## config.mk

```make
export PLATFORM = sky130hd
export DESIGN_NAME = fft_fundamental_search
export DESIGN_NICKNAME = d
export VERILOG_FILES = /design/src/rtl/fft_fundamental_search_pkg.sv /design/src/rtl/fft_fundamental_search_harm_index_gen.sv /design/src/rtl/fft_fundamental_search.sv
export SDC_FILE = /design/constraint.sdc
export NUM_CORES = 1
export LEC_CHECK = 0
export CAP_MARGIN = 20
export CORE_ASPECT_RATIO = 1.4
export CORE_MARGIN = 2
export CORE_UTILIZATION = 30
export CTS_BUF_LIST = sky130_fd_sc_hd__clkbuf_8 sky130_fd_sc_hd__clkbuf_16
export CTS_CLUSTER_DIAMETER = 40
export DETAILED_ROUTE_END_ITERATION = 8
export GPL_ROUTABILITY_DRIVEN = 1
export PLACE_DENSITY_LB_ADDON = 0.1
export SETUP_SLACK_MARGIN = 0.1
export SYNTH_ARGS = -nofsm -noshare
export SYNTH_HDL_FRONTEND = slang
export SYNTH_SLANG_ARGS = --single-unit
```

## constraint.sdc

```tcl
create_clock -name clk -period 10.15 [get_ports clk]
set_input_delay 3.045 -clock clk [delete_from_list [all_inputs] [get_ports clk]]
set_output_delay 3.045 -clock clk [all_outputs]
set_load 0.02 [all_outputs]
```

## src/rtl/fft_fundamental_search_pkg.sv

```systemverilog
// Shared constants and state encoding for the FFT fundamental search.
// INDEX_WIDTH and FRAME_BINS are reused by the THD harmonic-capture block.
package fft_fundamental_search_pkg;

   localparam int FFT_INDEX_WIDTH  = 11;
   localparam int FFT_FRAME_BINS   = 1024;
   localparam int FFT_SEARCH_START = 2;
   localparam int FFT_SEARCH_END   = 1000;

   typedef enum logic [1:0] {
      S_IDLE = 2'd0,
      S_SCAN = 2'd1,
      S_HARM = 2'd2
   } fs_state_t;

endpackage

```

## src/rtl/fft_fundamental_search_harm_index_gen.sv

```systemverilog
// Harmonic index generator: repeated add of base k, clamped to the frame.
// Ports: clk, rst_n, i_load/i_base (latch k), i_step (one add per cycle),
//        o_h2..o_h4 registered, o_h5 combinational (valid on 4th step).
module fft_fundamental_search_harm_index_gen #(
   parameter int INDEX_WIDTH = 11,
   parameter int FRAME_BINS  = 1024
) (
   input  logic                   clk,
   input  logic                   rst_n,
   input  logic                   i_load,
   input  logic                   i_step,
   input  logic [INDEX_WIDTH-1:0] i_base,
   output logic [INDEX_WIDTH-1:0] o_h2,
   output logic [INDEX_WIDTH-1:0] o_h3,
   output logic [INDEX_WIDTH-1:0] o_h4,
   output logic [INDEX_WIDTH-1:0] o_h5
);

   localparam int AW = INDEX_WIDTH + 3;
   localparam logic [AW-1:0] LP_LIMIT = AW'(FRAME_BINS);

   logic [AW-1:0]          r_acc;
   logic [AW-1:0]          r_base;
   logic [1:0]             r_cnt;
   logic [INDEX_WIDTH-1:0] r_h2;
   logic [INDEX_WIDTH-1:0] r_h3;
   logic [INDEX_WIDTH-1:0] r_h4;
   logic [AW-1:0]          w_sum;
   logic [INDEX_WIDTH-1:0] w_clamp;

   assign w_sum   = r_acc + r_base;
   // Harmonics falling outside the frame are reported as bin 0.
   assign w_clamp = (w_sum >= LP_LIMIT) ? '0 : w_sum[INDEX_WIDTH-1:0];

   always_ff @(posedge clk or negedge rst_n) begin
      if (!rst_n) begin
         r_acc  <= '0;
         r_base <= '0;
         r_cnt  <= '0;
         r_h2   <= '0;
         r_h3   <= '0;
         r_h4   <= '0;
      end else if (i_load) begin
         r_acc  <= {3'b000, i_base};
         r_base <= {3'b000, i_base};
         r_cnt  <= '0;
      end else if (i_step) begin
         r_acc <= w_sum;
         r_cnt <= r_cnt + 2'd1;
         case (r_cnt)
            2'd0:    r_h2 <= w_clamp;
            2'd1:    r_h3 <= w_clamp;
            2'd2:    r_h4 <= w_clamp;
            default: ;
         endcase
      end
   end

   assign o_h2 = r_h2;
   assign o_h3 = r_h3;
   assign o_h4 = r_h4;
   assign o_h5 = w_clamp;

endmodule

```

## src/rtl/fft_fundamental_search.sv

```systemverilog
// Scans one magnitude frame for the peak bin in a window, reports it with
// harmonics 2..5. Ports: clk, rst_n, mag_valid/mag_data/mag_index in;
// fund_valid, fund_index, fund_mag, harm2..5_index, fund_mag_lo/hi,
// no_signal, frame_err, busy out. Option macro: FUND_NEIGHBOR_EN.
module fft_fundamental_search
   import fft_fundamental_search_pkg::*;
#(
   parameter int                    DATA_WIDTH   = 32,
   parameter int                    INDEX_WIDTH  = FFT_INDEX_WIDTH,
   parameter int                    FRAME_BINS   = FFT_FRAME_BINS,
   parameter int                    SEARCH_START = FFT_SEARCH_START,
   parameter int                    SEARCH_END   = FFT_SEARCH_END,
   parameter logic [DATA_WIDTH-1:0] MIN_LEVEL    = DATA_WIDTH'(1000)
) (
   input  logic                   clk,
   input  logic                   rst_n,
   input  logic                   mag_valid,
   input  logic [DATA_WIDTH-1:0]  mag_data,
   input  logic [INDEX_WIDTH-1:0] mag_index,
   output logic                   fund_valid,
   output logic [INDEX_WIDTH-1:0] fund_index,
   output logic [DATA_WIDTH-1:0]  fund_mag,
   output logic [INDEX_WIDTH-1:0] harm2_index,
   output logic [INDEX_WIDTH-1:0] harm3_index,
   output logic [INDEX_WIDTH-1:0] harm4_index,
   output logic [INDEX_WIDTH-1:0] harm5_index,
   output logic [DATA_WIDTH-1:0]  fund_mag_lo,
   output logic [DATA_WIDTH-1:0]  fund_mag_hi,
   output logic                   no_signal,
   output logic                   frame_err,
   output logic                   busy
);

   localparam logic [INDEX_WIDTH-1:0] LP_LAST  = INDEX_WIDTH'(FRAME_BINS - 1);
   localparam logic [INDEX_WIDTH-1:0] LP_START = INDEX_WIDTH'(SEARCH_START);
   localparam logic [INDEX_WIDTH-1:0] LP_END   = INDEX_WIDTH'(SEARCH_END);

   fs_state_t              r_state;
   logic [INDEX_WIDTH-1:0] r_exp;
   logic [DATA_WIDTH-1:0]  r_max;
   logic [INDEX_WIDTH-1:0] r_max_idx;
   logic [1:0]             r_hcnt;
   logic                   r_fund_valid;
   logic [INDEX_WIDTH-1:0] r_fund_index;
   logic [DATA_WIDTH-1:0]  r_fund_mag;
   logic [INDEX_WIDTH-1:0] r_h2;
   logic [INDEX_WIDTH-1:0] r_h3;
   logic [INDEX_WIDTH-1:0] r_h4;
   logic [INDEX_WIDTH-1:0] r_h5;
   logic                   r_no_signal;
   logic                   r_frame_err;

   logic                   w_mismatch;
   logic                   w_start;
   logic                   w_accept;
   logic                   w_take;
   logic [DATA_WIDTH-1:0]  w_cur_max;
   logic                   w_in_win;
   logic                   w_newmax;
   logic [INDEX_WIDTH-1:0] w_idx_nxt;
   logic                   w_last;
   logic                   w_fire;
   logic                   w_quiet;
   logic [INDEX_WIDTH-1:0] w_h2;
   logic [INDEX_WIDTH-1:0] w_h3;
   logic [INDEX_WIDTH-1:0] w_h4;
   logic [INDEX_WIDTH-1:0] w_h5;

   assign w_mismatch = (r_state == S_SCAN) && mag_valid && (mag_index != r_exp);
   // A frame begins on bin 0 from IDLE, or on a bin 0 that breaks a scan.
   assign w_start    = mag_valid && (mag_index == '0) &&
                       ((r_state == S_IDLE) || w_mismatch);
   assign w_accept   = (r_state == S_SCAN) && mag_valid && !w_mismatch;
   assign w_take     = w_start || w_accept;
   assign w_cur_max  = w_start ? '0 : r_max;
   assign w_in_win   = (mag_index >= LP_START) && (mag_index <= LP_END);
   assign w_newmax   = w_take && w_in_win && (mag_data > w_cur_max);
   assign w_idx_nxt  = w_newmax ? mag_index : (w_start ? '0 : r_max_idx);
   assign w_last     = w_accept && (mag_index == LP_LAST);
   assign w_fire     = (r_state == S_HARM) && (r_hcnt == 2'd3);
   assign w_quiet    = r_max < MIN_LEVEL;

   // Base k is taken from the next-state max so a peak on the last bin counts.
   fft_fundamental_search_harm_index_gen #(
      .INDEX_WIDTH (INDEX_WIDTH),
      .FRAME_BINS  (FRAME_BINS)
   ) u_harm (
      .clk    (clk),
      .rst_n  (rst_n),
      .i_load (w_last),
      .i_step (r_state == S_HARM),
      .i_base (w_idx_nxt),
      .o_h2   (w_h2),
      .o_h3   (w_h3),
      .o_h4   (w_h4),
      .o_h5   (w_h5)
   );

   always_ff @(posedge clk or negedge rst_n) begin
      if (!rst_n) begin
         r_state      <= S_IDLE;
         r_exp        <= '0;
         r_max        <= '0;
         r_max_idx    <= '0;
         r_hcnt       <= '0;
         r_fund_valid <= 1'b0;
         r_fund_index <= '0;
         r_fund_mag   <= '0;
         r_h2         <= '0;
         r_h3         <= '0;
         r_h4         <= '0;
         r_h5         <= '0;
         r_no_signal  <= 1'b0;
         r_frame_err  <= 1'b0;
      end else begin
         r_fund_valid <= 1'b0;
         r_frame_err  <= w_mismatch;
         if (w_take) begin
            r_exp <= mag_index + 1'b1;
         end
         if (w_newmax) begin
            r_max     <= mag_data;
            r_max_idx <= mag_index;
         end else if (w_start) begin
            r_max     <= '0;
            r_max_idx <= '0;
         end
         case (r_state)
            S_IDLE: begin
               if (w_start) begin
                  r_state <= S_SCAN;
               end
            end
            S_SCAN: begin
               if (w_last) begin
                  r_state <= S_HARM;
                  r_hcnt  <= '0;
               end else if (w_mismatch && !w_start) begin
                  r_state <= S_IDLE;
               end
            end
            S_HARM: begin
               r_hcnt <= r_hcnt + 2'd1;
               if (w_fire) begin
                  r_state      <= S_IDLE;
                  r_fund_valid <= 1'b1;
                  r_no_signal  <= w_quiet;
                  r_fund_index <= w_quiet ? '0 : r_max_idx;
                  r_fund_mag   <= w_quiet ? '0 : r_max;
                  r_h2         <= w_quiet ? '0 : w_h2;
                  r_h3         <= w_quiet ? '0 : w_h3;
                  r_h4         <= w_quiet ? '0 : w_h4;
                  r_h5         <= w_quiet ? '0 : w_h5;
               end
            end
            default: r_state <= S_IDLE;
         endcase
      end
   end

`ifdef FUND_NEIGHBOR_EN
   logic [DATA_WIDTH-1:0] r_prev;
   logic [DATA_WIDTH-1:0] r_cand_lo;
   logic [DATA_WIDTH-1:0] r_cand_hi;
   logic                  r_pend;
   logic [DATA_WIDTH-1:0] r_lo;
   logic [DATA_WIDTH-1:0] r_hi;

   // lo comes from the history register; hi is captured from the bin after k.
   always_ff @(posedge clk or negedge rst_n) begin
      if (!rst_n) begin
         r_prev    <= '0;
         r_cand_lo <= '0;
         r_cand_hi <= '0;
         r_pend    <= 1'b0;
         r_lo      <= '0;
         r_hi      <= '0;
      end else begin
         if (w_take) begin
            r_prev <= mag_data;
            if (w_newmax) begin
               r_cand_lo <= (w_start || mag_index == '0) ? '0 : r_prev;
               r_cand_hi <= '0;
               r_pend    <= 1'b1;
            end else if (w_start) begin
               r_cand_lo <= '0;
               r_cand_hi <= '0;
               r_pend    <= 1'b0;
            end else if (r_pend) begin
               r_cand_hi <= mag_data;
               r_pend    <= 1'b0;
            end
         end
         if (w_fire) begin
            r_lo   <= w_quiet ? '0 : r_cand_lo;
            r_hi   <= w_quiet ? '0 : r_cand_hi;
            r_pend <= 1'b0;
         end
      end
   end

   assign fund_mag_lo = r_lo;
   assign fund_mag_hi = r_hi;
`else
   assign fund_mag_lo = '0;
   assign fund_mag_hi = '0;
`endif

   assign fund_valid  = r_fund_valid;
   assign fund_index  = r_fund_index;
   assign fund_mag    = r_fund_mag;
   assign harm2_index = r_h2;
   assign harm3_index = r_h3;
   assign harm4_index = r_h4;
   assign harm5_index = r_h5;
   assign no_signal   = r_no_signal;
   assign frame_err   = r_frame_err;
   assign busy        = (r_state != S_IDLE);

endmodule
```

== After elaboration in Yosys (flattened, before gate mapping) ==
Index checks and enable logic that the tools add are counted.

* Logic and storage cells: 92
* Latch bits: 0
* Memories kept: 0
* Flip-flop bits (word level): 208
* RAM bits: 0
* Bits in read-only memories: 0

* Div/mod/pow operators: 0
* Shift-type cells: 0
* Add/sub/neg operators: 4
* Multipliers: 0
* Reduce and logical (&&, ||, !) cells: 27
* Bitwise gates (word level): 1
* Mux-type cells: 24
* Equality and inequality tests: 11
* Order comparisons: 5

{| class="wikitable"
|+ Operator list
! cell !! number
|-
| two-way mux 32 bit || 3
|-
| two-way mux 11 bit || 8
|-
| greater-than comparator 32 bit || 1
|-
| < comparator 32 x 10 -> 1 bit (second input constant) || 1
|-
| two-way mux 14 bit || 2
|-
| adder 14 x 11 -> 14 bit || 1
|-
| greater-or-equal comparator 14 x 11 -> 1 bit (second input constant) || 1
|-
| two-way mux 2 bit || 7
|-
| AND reduction 3 bit || 4
|-
| adder 11 x 1 -> 11 bit (second input constant) || 1
|-
| == test 11 x 10 -> 1 bit (second input constant) || 1
|-
| greater-or-equal comparator 11 x 2 -> 1 bit (second input constant) || 1
|-
| less-or-equal comparator 11 x 10 -> 1 bit (second input constant) || 1
|-
| logical AND 1 bit || 11
|-
| logical NOT 11 bit || 1
|-
| != test 11 bit || 1
|-
| == test 2 bit (second input constant) || 3
|-
| one-hot mux 2 bit (3 select lines) || 1
|-
| nonzero test 2 bit || 3
|-
| adder 2 x 1 -> 2 bit (second input constant) || 2
|-
| == test 2 x 1 -> 1 bit (second input constant) || 2
|-
| logical NOT 2 bit || 2
|-
| != test 2 bit (second input constant) || 2
|-
| one-hot mux 2 bit (2 select lines) || 1
|-
| other kinds (7) || 11
|}

== Depth between registers and ports, before layout ==
* Depth in word-level cells: 10
* Depth in mapped cells: 16
* Depth with buffers taken out: 13

== By module ==
Synthesis repeated with hierarchy kept, for this count alone.

* Cell total of the unflattened synthesis: 976
* Area, all modules: 10458.8 um^2

{| class="wikitable"
|+ Modules (own cells, without submodules)
! module !! cells an instance !! instances !! area an instance (um^2)
|-
| fft_fundamental_search || 648 || 1 || 7338.3
|-
| fft_fundamental_search_harm_index_gen || 328 || 1 || 3120.5
|}

== Least setup slack after synthesis ==
OpenSTA, ideal clock, no wires.

* Path kind: input port to flip-flop
* Start point: in mag_index[6]
* End point: reg r_max[10]
* Cell stages on the path: 16
* Data arrival time: 6.260 ns
* Library setup time: 0.079 ns
* Slack: 3.810 ns
* Required time: 10.071 ns
* Path through: buf_2 -> nor4_2 -> nand2_1 -> or4_1 -> a21o_1 -> buf_6 -> buf_2 -> nand2_1 -> ha_1 -> a21o_1 -> a21oi_1 -> o21ai_0 -> a221o_1 -> o211ai_2 -> buf_2 -> mux2i_1

* Longest elaborated chain between the ends: 8

{| class="wikitable"
|+ RTL lines
! item !! line !! source
|-
| start: declaration || fft_fundamental_search.sv:19 || <nowiki>input logic [INDEX_WIDTH-1:0] mag_index,</nowiki>
|-
| != test 11 bit || fft_fundamental_search.sv:69 || <nowiki>assign w_mismatch = (r_state == S_SCAN) && mag_valid && (mag_index != r_exp);</nowiki>
|-
| logical AND 1 bit || fft_fundamental_search.sv:69 ||
|-
| logical OR 1 bit or logical NOT 1 bit (tied branches) || fft_fundamental_search.sv:72, fft_fundamental_search.sv:73 ||
|-
| logical AND 1 bit (on tied branches) || fft_fundamental_search.sv:71, fft_fundamental_search.sv:73 ||
|-
| two-way mux 32 bit or logical OR 1 bit (tied branches) || n/a ||
|-
| greater-than comparator 32 bit or logical AND 1 bit (tied branches) || fft_fundamental_search.sv:77 || <nowiki>assign w_newmax = w_take && w_in_win && (mag_data > w_cur_max);</nowiki>
|-
| logical AND 1 bit || fft_fundamental_search.sv:77 ||
|-
| two-way mux 32 bit * || fft_fundamental_search.sv:121 || <nowiki>if (w_newmax) begin</nowiki>
|-
| end signal: assignment || fft_fundamental_search.sv:122 || <nowiki>r_max <= mag_data;</nowiki>
|-
| end: declaration || fft_fundamental_search.sv:40 || <nowiki>logic [DATA_WIDTH-1:0] r_max;</nowiki>
|}

Mark *: on every way between the ends. The rest lies on a longest branch, timed or not.
A chain may end at the register's enable or synchronous reset.

== Final worst setup path ==
* Start point: in mag_index[2]
* End point: reg r_max[0]

Same word-level chain as after synthesis.

==> key figures <==
Run status
  – Status: completed

Timing
  – Slew headroom: 0.358
  – Endpoints failing hold: 0
  – Final setup violation count: 0
  – Period utilization: 0.696
  – Period minus WS final: 7.06 ns
  – Setup tns final: 0 ns
  – Unrepaired setup endpoints after global routing: no
  – Worst-margin pin slew: 0.962 ns
  – Worst hold slack: 0.472 ns
  – Max Fclk: 142 MHz
  – Clk_skew: 0.0205 ns
  – Max Slew Vio Count: 0
  – Final setup margin: 3.09 ns

Synth
  – Yosys warnings: 0
  – Area share of the largest cell type after synthesis: 0.508
  – Syn avg cell area: 10.6 um^2
  – Yosys cell types: 59
  – Dominant synthesized flop cell: dfrtp_1
  – Gate Count Post-Synth: 969
  – Post-Syn Area: 0.0103 mm^2
  – Number of flops mapped to enable cells by yosys: 0
  – Post-synth ARST share: 1.00
  – Top cells by area, synth: dfrtp_1 51%, a22o_1 6.3%, ha_1 6.1%
  – Sequential fraction of the synthesis area: 0.508
  – Synth area leader: dfrtp_1
  – #FFs+latches synth: 208

Floorplan
  – Initial Util: 0.302
  – Die Area: 0.0357 mm^2
  – Row count: 80
  – Area of the core: 0.0339 mm^2
  – IO Count: 201
  – Die Ht: 223 um
  – Die Span X: 160 um

Critical path
  – Req. time, crit path: 10.60 ns
  – CP startpoint kind: primary input
  – Worst Path Max Fanout: 43
  – Reg2Reg Depth: 14
  – Crit path DAT: 7.51 ns
  – Crit path kind: primary input to flip-flop
  – Crit path capture type: flip-flop

Routing
  – Vias per cell: 4.71
  – Top Metal Used: met4
  – 1st-iter DRT viols: 325
  – Total wire length: 27900 um
  – Final ANT Viol Nets: 0
  – Metal-1 WL: 11300 um
  – Met2 WL: 14700 um
  – Wirelength per Cell: 17.7 um
  – DRC violations left: 0
  – Vias: 7418
  – 1st-pass router iterations: 4
  – Met3 wire length: 1290 um

GRT
  – Initial antenna violation count: 0
  – Number of global-route vias before repair: 7500
  – GRT overflow: 0
  – Pin count of the biggest net entering global routing: 78
  – All-Layer GR Usage: 0.157
  – First-pass GRT wire length: 44100 um

Clock network
  – Sink Count: 208
  – H-tree depth: 1
  – Worst skew pair latency: 0.57 ns
  – CTS Buf Count: 30
  – Setup bufs post-CTS: 0
  – Clock Tree Buf Depth: 3
  – CTS tree: built
  – Hold buffer count at CTS: 0
  – # resized after CTS: 0
  – Clock transition at path regs: 0.06 ns
  – Clock root cell: clkbuf_16

Cells and area
  – Syn-to-layout area delta: 25.5%
  – Ant diodes: 0
  – Share of cells above drive strength 1: 0.0738
  – Commonest non-fill, non-tap cell in the layout: dfrtp_1
  – Nets: 1197
  – Fin cells: 1575
  – Final core utilization: 0.379
  – Post-route cell area: 0.0129 mm^2
  – Most frequent cells in the layout: 208 x dfrtp_1, 135 x clkdlybuf4s50_1, 132 x nand2_1, 74 x a22o_1, 64 x conb_1

Job
  – Max Cap Violations: 0

Worst hold path
  – Hold path cells: 2
  – Hold Crit Class: flip-flop to flip-flop

Placement
  – Placed Cells: 1519
  – DP HPWL: 19600 um
  – Dpl cell area: 0.0118 mm^2
  – Final Wtd Congestion: 0.817
  – DP Worst Slack: 2.40 ns
  – Port Buffers: 136

Power and ir drop
  – P_int: 1.50 mW
  – VDD IR max: 0.0000911 V
  – Power, Total: 1.99 mW
  – Sw Ratio: 0.248
  – NetSw: 0.493 mW
  – Clock group share of total power: 0.534
  – Seq pwr share: 0.418
  – Pleak: 6.18 nW
  – Power per Cell Area: 155 mW/mm^2
  – Combinational share of power: 0.048
-- critical path, stage by stage --
cell and delay (ns):
clkdlybuf4s50_1 0.59, nor4_2 0.39, nand2_1 0.12, or4_1 0.49, a21o_1 0.17, buf_4 0.26
nand2_1 0.15, ha_1 0.25, and3_1 0.22, nand4_1 0.10, nor2_1 0.04, a221o_1 0.38
o211ai_4 0.52, buf_4 0.41, mux2_4 0.33
-- cell families (layout without fill, tap and decap cells) --
family	Yosys count	after routing	share of synthesized area
multiplexers	48	48	0.0478
XOR/XNOR	27	27	0.0231
adder cells (fa/ha/maj)	51	51	0.0629
AO/OA/AOI/OAI	223	223	0.159
other	1	64	0.000366
buffers and inverters	163	255	0.0866
AND/OR/NAND/NOR	248	248	0.112
flip-flops	208	208	0.508
-- final cells by class --
type / count / area, um^2
fill: 3350 / 21100
clock buffer: 31 / 764
multi-input combinational: 661 / 4430
sequential: 208 / 5200
inverter: 52 / 195
tap: 451 / 564
timing repair buffer: 147 / 1450
clock inverter: 25 / 268
-- path summary, 6_finish.rpt --
| kind | startpoint | end | slack (ns) |
|---|---|---|---|
| max in group asynchronous | rst_n | fund_mag[4] | 6.21 |
| setup / recovery | mag_index[2] | r_max[0] | 3.09 |
| min in group asynchronous | rst_n | u_harm.o_h2[2] | 2.51 |
| hold / removal | u_harm.o_h3[7] | u_harm.o_h3[7] | 0.47 |
| setup reg to reg | r_exp[10] | r_max[0] | 5.84 |
| hold reg to reg | u_harm.o_h3[7] | u_harm.o_h3[7] | 0.47 |
-- per-layer routing --
metal	GRT usage	vias up
met5	0	-
met4	0.0480	0
met3	0.0269	44
met2	0.288	187
met1	0.187	3595
li1	-	3592
-- power groups by stage --
| stage | combinational [mW] | sequential (mW) | clock (mW) |
|---|---|---|---|
| final | 0.0964 | 0.832 | 1.06 |
| after global routing | 0.108 | 0.831 | 1.13 |
| after CTS | 0.0990 | 0.832 | 1.09 |
| after detailed placement | 0.0986 | 0.847 | 0 |
| after global placement | 0.0991 | 0.847 | 0 |
| after floorplan | 0.0670 | 0.846 | 0 |
-- registers in the layout (all words and copies together) (netlist names) --
| signal | flops |
|---|---|
| fund_mag | 32 |
| r_max | 32 |
| u_harm.r_acc | 14 |
| fund_index | 11 |
| harm2_index | 11 |
| harm3_index | 11 |
| harm4_index | 11 |
| harm5_index | 11 |
| r_exp | 11 |
| r_max_idx | 11 |
| u_harm.o_h2 | 11 |
| u_harm.o_h3 | 11 |
| u_harm.o_h4 | 11 |
| u_harm.r_base | 11 |
| r_hcnt | 2 |
| r_state | 2 |
| u_harm.r_cnt | 2 |
| frame_err | 1 |
| fund_valid | 1 |
| no_signal | 1 |
-- cell usage after synthesis, drive strengths merged (2+ instances only) --
| library cell | number |
|---|---|
| dfrtp | 208 |
| nand2 | 133 |
| buf | 83 |
| a22o | 74 |
| inv | 52 |
| ha | 50 |
| mux2i | 43 |
| o21ai | 33 |
| a21oi | 31 |
| o31ai | 31 |
| clkbuf | 28 |
| nor2 | 28 |
| nand3 | 21 |
| xnor2 | 21 |
| nand4 | 11 |
| nor3 | 11 |
| o211ai | 10 |
| a21o | 9 |
| and2 | 9 |
| a211oi | 8 |
| and3 | 8 |
| nor4 | 7 |
| xor2 | 6 |
| a31oi | 5 |
| and4 | 5 |
| mux2 | 5 |
| a221o | 4 |
| nor2b | 4 |
| o21a | 4 |
| nand2b | 3 |
| o21bai | 3 |
| a32o | 2 |
| or2 | 2 |
| or3 | 2 |
| or4 | 2 |
Note: power is estimated with default switching activity, not from simulation.
